## config.mk

```make
export PLATFORM = sky130hd
export DESIGN_NAME = pll_reset_seq
export DESIGN_NICKNAME = d
export VERILOG_FILES = /design/src/rtl/pll_pkg.sv /design/src/rtl/sync2.sv /design/src/rtl/pll_reset_seq.sv
export SDC_FILE = /design/constraint.sdc
export NUM_CORES = 1
export LEC_CHECK = 0
export ABC_AREA = 1
export ABC_CLOCK_PERIOD_IN_PS = 4410
export BUFFER_PORTS_ARGS = -buffer_cell sky130_fd_sc_hd__buf_4
export CORE_MARGIN = 5
export CORE_UTILIZATION = 23
export CTS_BUF_LIST = sky130_fd_sc_hd__clkbuf_4 sky130_fd_sc_hd__clkbuf_8
export CTS_CLUSTER_DIAMETER = 150
export DETAILED_ROUTE_END_ITERATION = 10
export SYNTH_ARGS = -nofsm -noshare
export SYNTH_HDL_FRONTEND = slang
export SYNTH_SLANG_ARGS = --single-unit
```

## constraint.sdc

```tcl
create_clock -name clk -period 4.41 [get_ports clk]
set_input_delay 0.882 -clock clk [delete_from_list [all_inputs] [get_ports clk]]
set_output_delay 0.882 -clock clk [all_outputs]
set_load 0.05 [all_outputs]
```

## src/rtl/pll_pkg.sv

```systemverilog
// Shared types and defaults for the PLL reset sequencer.
// Holds the FSM state encoding and counter sizing helper.
package pll_pkg;

    typedef enum logic [1:0] {
        IDLE   = 2'd0,
        STABLE = 2'd1,
        RUN    = 2'd2,
        HOLD   = 2'd3
    } state_t;

    localparam int unsigned DEF_STABLE_CYCLES = 1024;
    localparam int unsigned DEF_LOSS_FILTER   = 4;
    localparam int unsigned DEF_HOLD_CYCLES   = 16;

    // Counter only ever holds values up to (largest parameter - 1).
    function automatic int unsigned cnt_width(
        input int unsigned a,
        input int unsigned b,
        input int unsigned c
    );
        int unsigned m;
        int unsigned w;
        m = a;
        if (b > m) m = b;
        if (c > m) m = c;
        w = $clog2(m);
        if (w < 1) w = 1;
        return w;
    endfunction

endpackage

```

## src/rtl/sync2.sv

```systemverilog
// Two-flop synchronizer for a single asynchronous bit.
// Both stages clear on the synchronous reset.
module sync2 (
    input  logic clk,
    input  logic rst,
    input  logic d,
    output logic q
);

    logic meta;

    always_ff @(posedge clk) begin
        if (rst) begin
            meta <= 1'b0;
            q    <= 1'b0;
        end else begin
            meta <= d;
            q    <= meta;
        end
    end

endmodule

```

## src/rtl/pll_reset_seq.sv

```systemverilog
// Holds downstream logic in reset until the PLL lock is stable,
// and re-asserts it for a minimum time after a filtered lock loss.
module pll_reset_seq
    import pll_pkg::*;
#(
    parameter int unsigned STABLE_CYCLES = DEF_STABLE_CYCLES,
    parameter int unsigned LOSS_FILTER   = DEF_LOSS_FILTER,
    parameter int unsigned HOLD_CYCLES   = DEF_HOLD_CYCLES
) (
    input  logic       clk,
    input  logic       rst,
    input  logic       locked,
    output logic       core_rst,
    output logic       ready,
    output logic [7:0] lock_lost_cnt,
    output logic [1:0] state
);

    localparam int unsigned CNT_W =
        cnt_width(STABLE_CYCLES, LOSS_FILTER, HOLD_CYCLES);

    localparam logic [CNT_W-1:0] STABLE_LAST = CNT_W'(STABLE_CYCLES - 1);
    localparam logic [CNT_W-1:0] LOSS_LAST   = CNT_W'(LOSS_FILTER - 1);
    localparam logic [CNT_W-1:0] HOLD_LAST   = CNT_W'(HOLD_CYCLES - 1);
    localparam logic [CNT_W-1:0] CNT_ONE     = CNT_W'(1);

    logic             locked_s;
    state_t           state_q;
    state_t           state_d;
    logic [CNT_W-1:0] cnt_q;
    logic [CNT_W-1:0] cnt_d;
    logic [7:0]       lost_q;
    logic [7:0]       lost_d;

    sync2 u_sync (
        .clk (clk),
        .rst (rst),
        .d   (locked),
        .q   (locked_s)
    );

    // One counter is shared: stable run, loss filter and hold time.
    always_comb begin
        state_d = state_q;
        cnt_d   = cnt_q;
        lost_d  = lost_q;
        unique case (state_q)
            IDLE: begin
                if (locked_s) begin
                    state_d = STABLE;
                    cnt_d   = '0;
                end
            end
            STABLE: begin
                if (!locked_s) begin
                    state_d = IDLE;
                    cnt_d   = '0;
                end else if (cnt_q == STABLE_LAST) begin
                    state_d = RUN;
                    cnt_d   = '0;
                end else begin
                    cnt_d = cnt_q + CNT_ONE;
                end
            end
            RUN: begin
                if (locked_s) begin
                    cnt_d = '0;
                end else if (cnt_q == LOSS_LAST) begin
                    state_d = HOLD;
                    cnt_d   = '0;
                    if (lost_q != 8'hFF) lost_d = lost_q + 8'd1;
                end else begin
                    cnt_d = cnt_q + CNT_ONE;
                end
            end
            HOLD: begin
                if (cnt_q == HOLD_LAST) begin
                    state_d = IDLE;
                    cnt_d   = '0;
                end else begin
                    cnt_d = cnt_q + CNT_ONE;
                end
            end
            default: begin
                state_d = IDLE;
                cnt_d   = '0;
            end
        endcase
    end

    // Outputs are decoded from the next state so they move with it.
    always_ff @(posedge clk) begin
        if (rst) begin
            state_q  <= IDLE;
            cnt_q    <= '0;
            lost_q   <= '0;
            core_rst <= 1'b1;
            ready    <= 1'b0;
        end else begin
            state_q  <= state_d;
            cnt_q    <= cnt_d;
            lost_q   <= lost_d;
            core_rst <= (state_d != RUN);
            ready    <= (state_d == RUN);
        end
    end

    assign state         = state_q;
    assign lock_lost_cnt = lost_q;

endmodule

```

# ---- Yosys cells after proc, flatten, opt, wreduce, memory -nomap -nowiden
# Cells that the tools add are included.
# Widths: inputs -> output; s select.
dict set report op_classes {
  add_sub_neg 2
  multipliers 0
  n_div 0
  magnitude_cmp 0
  eq_ne 10
  n_shift 0
  mux 14
  bitwise 1
  n_reduce_logical 2
}
# cell count
set ops {}
lappend ops {{$mux 10} 6}
lappend ops {{$pmux 10 s4} 1}
lappend ops {{$mux 2} 6}
lappend ops {{$add 10x1->10 const B} 1}
lappend ops {{$eq 10x10->1 const B} 1}
lappend ops {{$eq 10x2->1 const B} 1}
lappend ops {{$eq 10x4->1 const B} 1}
lappend ops {{$add 8x1->8 const B} 1}
lappend ops {{$ne 8x8->1 const B} 1}
lappend ops {{$pmux 2 s4} 1}
lappend ops {{$eq 2x2->1 const B} 3}
lappend ops {{$reduce_and 4->1} 1}
lappend ops {{$eq 2x1->1 const B} 1}
lappend ops {{$logic_not 2->1} 1}
lappend ops {{$ne 2x1->1 const B} 1}
lappend ops {{$ne 2x2->1 const B} 1}
lappend ops {{$not 1->1} 1}
dict set report totals {
  register_bits 24
  latch_bits 0
  ramBits 0
  rom_bits 0
  input_bits 3
  out_inout_bits 12
  word_cells 36
  mem_count 0
}

# ---- Longest topological paths before layout
dict set report logic_depth {
  ltp_word 5
  ltp_mapped 9
}

# ---- Cells and area by module
# Synthesis repeated with hierarchy kept, for this count alone.
dict set report hier_totals {
  cells_unflattened 224
  area_unflattened_um2 1477.7
}
# module n_inst cells_each area_per_inst_um2 seq_area_each_um2
set modules_own_cells {}
lappend modules_own_cells {pll_reset_seq 1 218 1422.6 440.4}
lappend modules_own_cells {sync2 1 6 55.1 40.0}

# ---- Worst setup path before layout
# OpenSTA, ideal clock, no wires.
dict set report synth_path {
  path_kind {register -> register}
  start {reg lost_q[0] (netlist: lock_lost_cnt[0])}
  end {reg lost_q[6] (netlist: lock_lost_cnt[6])}
  setup_time_ps 115
  arrival_time_ps 1633
  required_ps 4295
  setup_slack_ps 2663
  stages_incl_launch_ff 9
  n_path_buf 0
  path_cell_list {dfxtp_1 ha_1 nand2_1 nor2_2 nand2_2 nand3_4 nor2_1 nor2_1 nor2_1}
}
dict set report synth_between {
  elab_chain_cells 2
  word_cells_on_any_way 3
  cone_classes {add/sub (1); eq/ne (1); reduce/logical (1)}
}
# element line_no
set synth_rtl {}
lappend synth_rtl {{start, declared} pll_reset_seq.sv:32} ;# logic [7:0] lost_q;
lappend synth_rtl {{start signal, assigned} pll_reset_seq.sv:102} ;# lost_q <= lost_d;
lappend synth_rtl {{parallel branches: the longest is 2 deep, another holds $add 8x1->8} n/a}
# Parallel ways; which one is timed is not known.
# A chain may end at the register's enable or synchronous reset.

# ---- Worst setup path after layout
dict set report layout_path {
  start {reg lost_q[2] (netlist: lock_lost_cnt[2])}
  end {out lock_lost_cnt[2]}
}
# element line_no
set layout_rtl {}
lappend layout_rtl {{end, declared} pll_reset_seq.sv:15} ;# output logic [7:0] lock_lost_cnt,
# No word-level cell between the ends.

==> impl_metrics.py <==
metrics = {
    "status": {
        "status": "completed",
    },
    "synthesis": {
        "syn_nets": 204,
        "synthesis.area_um2": 1380,
        "syn_inst": 199,
        "yosysUniqueCellTypes": 24,
        "synth_warnings": 0,
        "synth_area_leaders": "dfxtp_1 (35%), nand2_1 (15%), nand3_1 (8.3%), nor2_1 (7.1%), inv_1 (5.2%)",
        "ys_ff_latch": 24,
        "yosysSeqAreaShare_pct": 34.8,
        "synth_top_area_share_pct": 34.8,
        "synth_top_cell_by_area": "dfxtp_1",
        "synth.avg_cell_area_um2": 6.93,
    },
    "critical_path": {
        "r2r-start": "cnt_q[0]",
        "cp_slowest_stage_delay_ns": 0.49,
        "reg2reg_slack_ns": 2.76,
        "slowest_stage": "dfxtp_1",
        "setup.worst_path.class": "reg2out",
        "worstSetupEndpointType": "output port",
        "critical_path.top_delay_family": "flip-flops",
        "required_ns": 3.53,
        "worstReg2RegEnd": "cnt_q[0]",
        "rr_worst_depth": 8,
        "cp_max_fo": 7,
        "crit_path_start_kind": "flip-flop",
        "crit_chain": "buf_4",
        "crit_buf_inv": 1,
        "arrival_ns": 1.01,
    },
    "clocking": {
        "clockBufferDepth": 2,
        "cts_max_level": 1,
        "cts_buffers": 3,
        "root_buffer": "clkbuf_8",
        "clock_latency_ns": 0.27,
        "cts_tree": "yes",
        "clock_sinks": 24,
        "post-cts-setup-buffers": 0,
        "hold_buffers": 0,
        "cts_resized": 0,
        "cts.clk_slew.worst_paths_ns": 0.09,
    },
    "routing": {
        "vias": 1233,
        "drtPass1Iterations": 4,
        "wire_per_inst_um": 10.3,
        "drc": 0,
        "drtAntennaViolNets": 0,
        "drt_iter0_drc": 56,
        "routed_wl_um": 2990,
        "viasPerCell": 4.24,
    },
    "floorplanning": {
        "die_h_um": 87.4,
        "core_area_um2": 5890,
        "row_count": 28,
        "initial_core_util_pct": 23.4,
        "die_area_um2": 7640,
        "die_x_um": 87.4,
        "io-pin-count": 15,
    },
    "power": {
        "internal_power_w": 0.000342,
        "swShare_pct": 19.5,
        "power.share.clock_pct": 45.8,
        "leakagePower_nw": 0.709,
        "total_power_w": 0.000425,
        "ir_drop_mv": 0.135,
        "p_seq_share_pct": 51.4,
        "p_sw_w": 0.0000830,
        "powerDensity_nw_per_um2": 259,
        "power_frac_comb_pct": 2.8,
    },
    "timing": {
        "timing.hold.ws_ns": 0.406,
        "finalHoldViolCount": 0,
        "finClkSkew_ns": 0.00478,
        "setup_tns_ns": 0,
        "slew_headroom_pct": 62.0,
        "fmax_mhz": 527,
        "setup_viol": 0,
        "rsz0062_at_grt": "false",
        "drv_slew": 0,
        "fin_crit_sh_pct": 43.0,
        "timing.final.ws_setup_ns": 2.51,
        "period_minus_slack_ns": 1.90,
        "tightestPinTransition_ns": 0.568,
    },
    "global_routing": {
        "grt_usage_pct": 8.44,
        "grt_pass1_wl_um": 5220,
        "grt_max_degree": 15,
        "grt_overflow": 0,
        "antenna_found_initial": 0,
        "first_global_vias": 1139,
    },
    "worst_hold_path": {
        "min_to": "u_sync.q",
        "hold_path_depth": 2,
        "hp-class": "reg2reg",
        "hold_start": "u_sync.meta",
    },
    "placement": {
        "dpl.hpwl_um": 2250,
        "place_ws_ns": 2.63,
        "place_congestion": 0.802,
        "placed_area_um2": 1570,
        "io_buffers": 14,
    },
    "finish": {
        "drive_gt1_share_pct": 16.2,
        "fin_area_um2": 1650,
        "diodes": 0,
        "area.growth.synth_to_final_pct": 19.3,
        "final_common_cell": "nand2_1",
        "nFillCells": 646,
        "layout_common_cells": "nand2_1 (56), nor2_1 (26), dfxtp_1 (24)",
        "nets": 222,
    },
    "job": {
        "maxCapViolCount": 0,
    },
}
-- Yosys cell counts (all sizes together) --
cell type / number
o21ai: 1
dfxtp: 24
nand3b: 2
nor2: 32
nand3: 27
nor3: 2
nand4: 6
o21bai: 2
xnor2: 1
nand2: 59
a21oi: 8
xor2: 8
inv: 20
clkinv: 4
ha: 2
clkbuf: 1
-- sequential cells by signal (all words and copies together) (netlist names) --
name and count:
ready 1, lock_lost_cnt 8, state 2, core_rst 1, u_sync.q 1, u_sync.meta 1, cnt_q 10
-- how the worst max path moves through the flow --
| stage | from | end | slack [ns] | cells past startpoint |
|---|---|---|---|---|
| floorplan | lock_lost_cnt[0] | lock_lost_cnt[6] | 2.66 | 8 |
| global placement | rst | cnt_q[2] | 2.65 | 4 |
| detailed placement | rst | cnt_q[7] | 2.63 | 4 |
| CTS | lock_lost_cnt[2] | lock_lost_cnt[2] | 2.50 | 1 |
| global route | lock_lost_cnt[2] | lock_lost_cnt[2] | 2.45 | 1 |
| finish | lock_lost_cnt[2] | lock_lost_cnt[2] | 2.51 | 1 |
-- cell families after synthesis --
group	Yosys count	share of synthesized area (%)
xor gates and xnor gates	9	5.72
buffers and inverters	25	6.81
and+or+nand+nor	128	45.4
adders and majority gates	2	1.81
DFF	24	34.8
AOI/OAI and AO/OA	11	5.44
-- final cells by class --
class / instances / area [µm²] / share of cell area [%]
Clock buffer: 3 / 41.3 / 2.51
Clock inverter: 1 / 30.0 / 1.83
Inverter: 24 / 90.1 / 5.48
Multi-Input combinational cell: 150 / 805 / 48.9
Sequential cell: 24 / 480 / 29.2
Tap cell: 75 / 93.8 / 5.70
Timing Repair Buffer: 14 / 105 / 6.39
-- worst reg2reg max path, stage by stage (launching register included) --
cell and delay [ns]:
dfxtp_1 0.46, ha_1 0.28, nand3_2 0.20, inv_2 0.10, nand3b_1 0.09, nand2_2 0.11
nand3_4 0.14, nor2_1 0.12, nor2_1 0.04
-- power by group through the flow --
stage          Combinational (W)  Sequential (W)  Clock, W
5_1_grt                0.0000137        0.000219  0.000206
6_report               0.0000120        0.000219  0.000195
3_3_place_gp           0.0000122        0.000224         0
3_5_place_dp           0.0000123        0.000224         0
4_1_cts                0.0000122        0.000219  0.000199
2_1_floorplan         0.00000667        0.000224         0
-- metal layers --
| layer | routed length (µm) | part of all wire (%) | vias up | track usage [%] |
|---|---|---|---|---|
| met5 | 0 | 0 | - | 0 |
| met3 | 123 | 4.1 | 2 | 2.08 |
| met2 | 1380 | 46 | 18 | 13.7 |
| met4 | 25 | 0.84 | 0 | 2.51 |
| met1 | 1460 | 49 | 544 | 11.0 |
| li1 | - | - | 669 | - |
-- metrics by stage --
stage	util (%)	std cells
after CTS	28.0	291
after detailed placement	26.7	287
after floorplan	-	199
after global placement	26.7	287
after global routing	28.0	291
final	28.0	291
No activity file was read; power rests on OpenSTA's default activity.
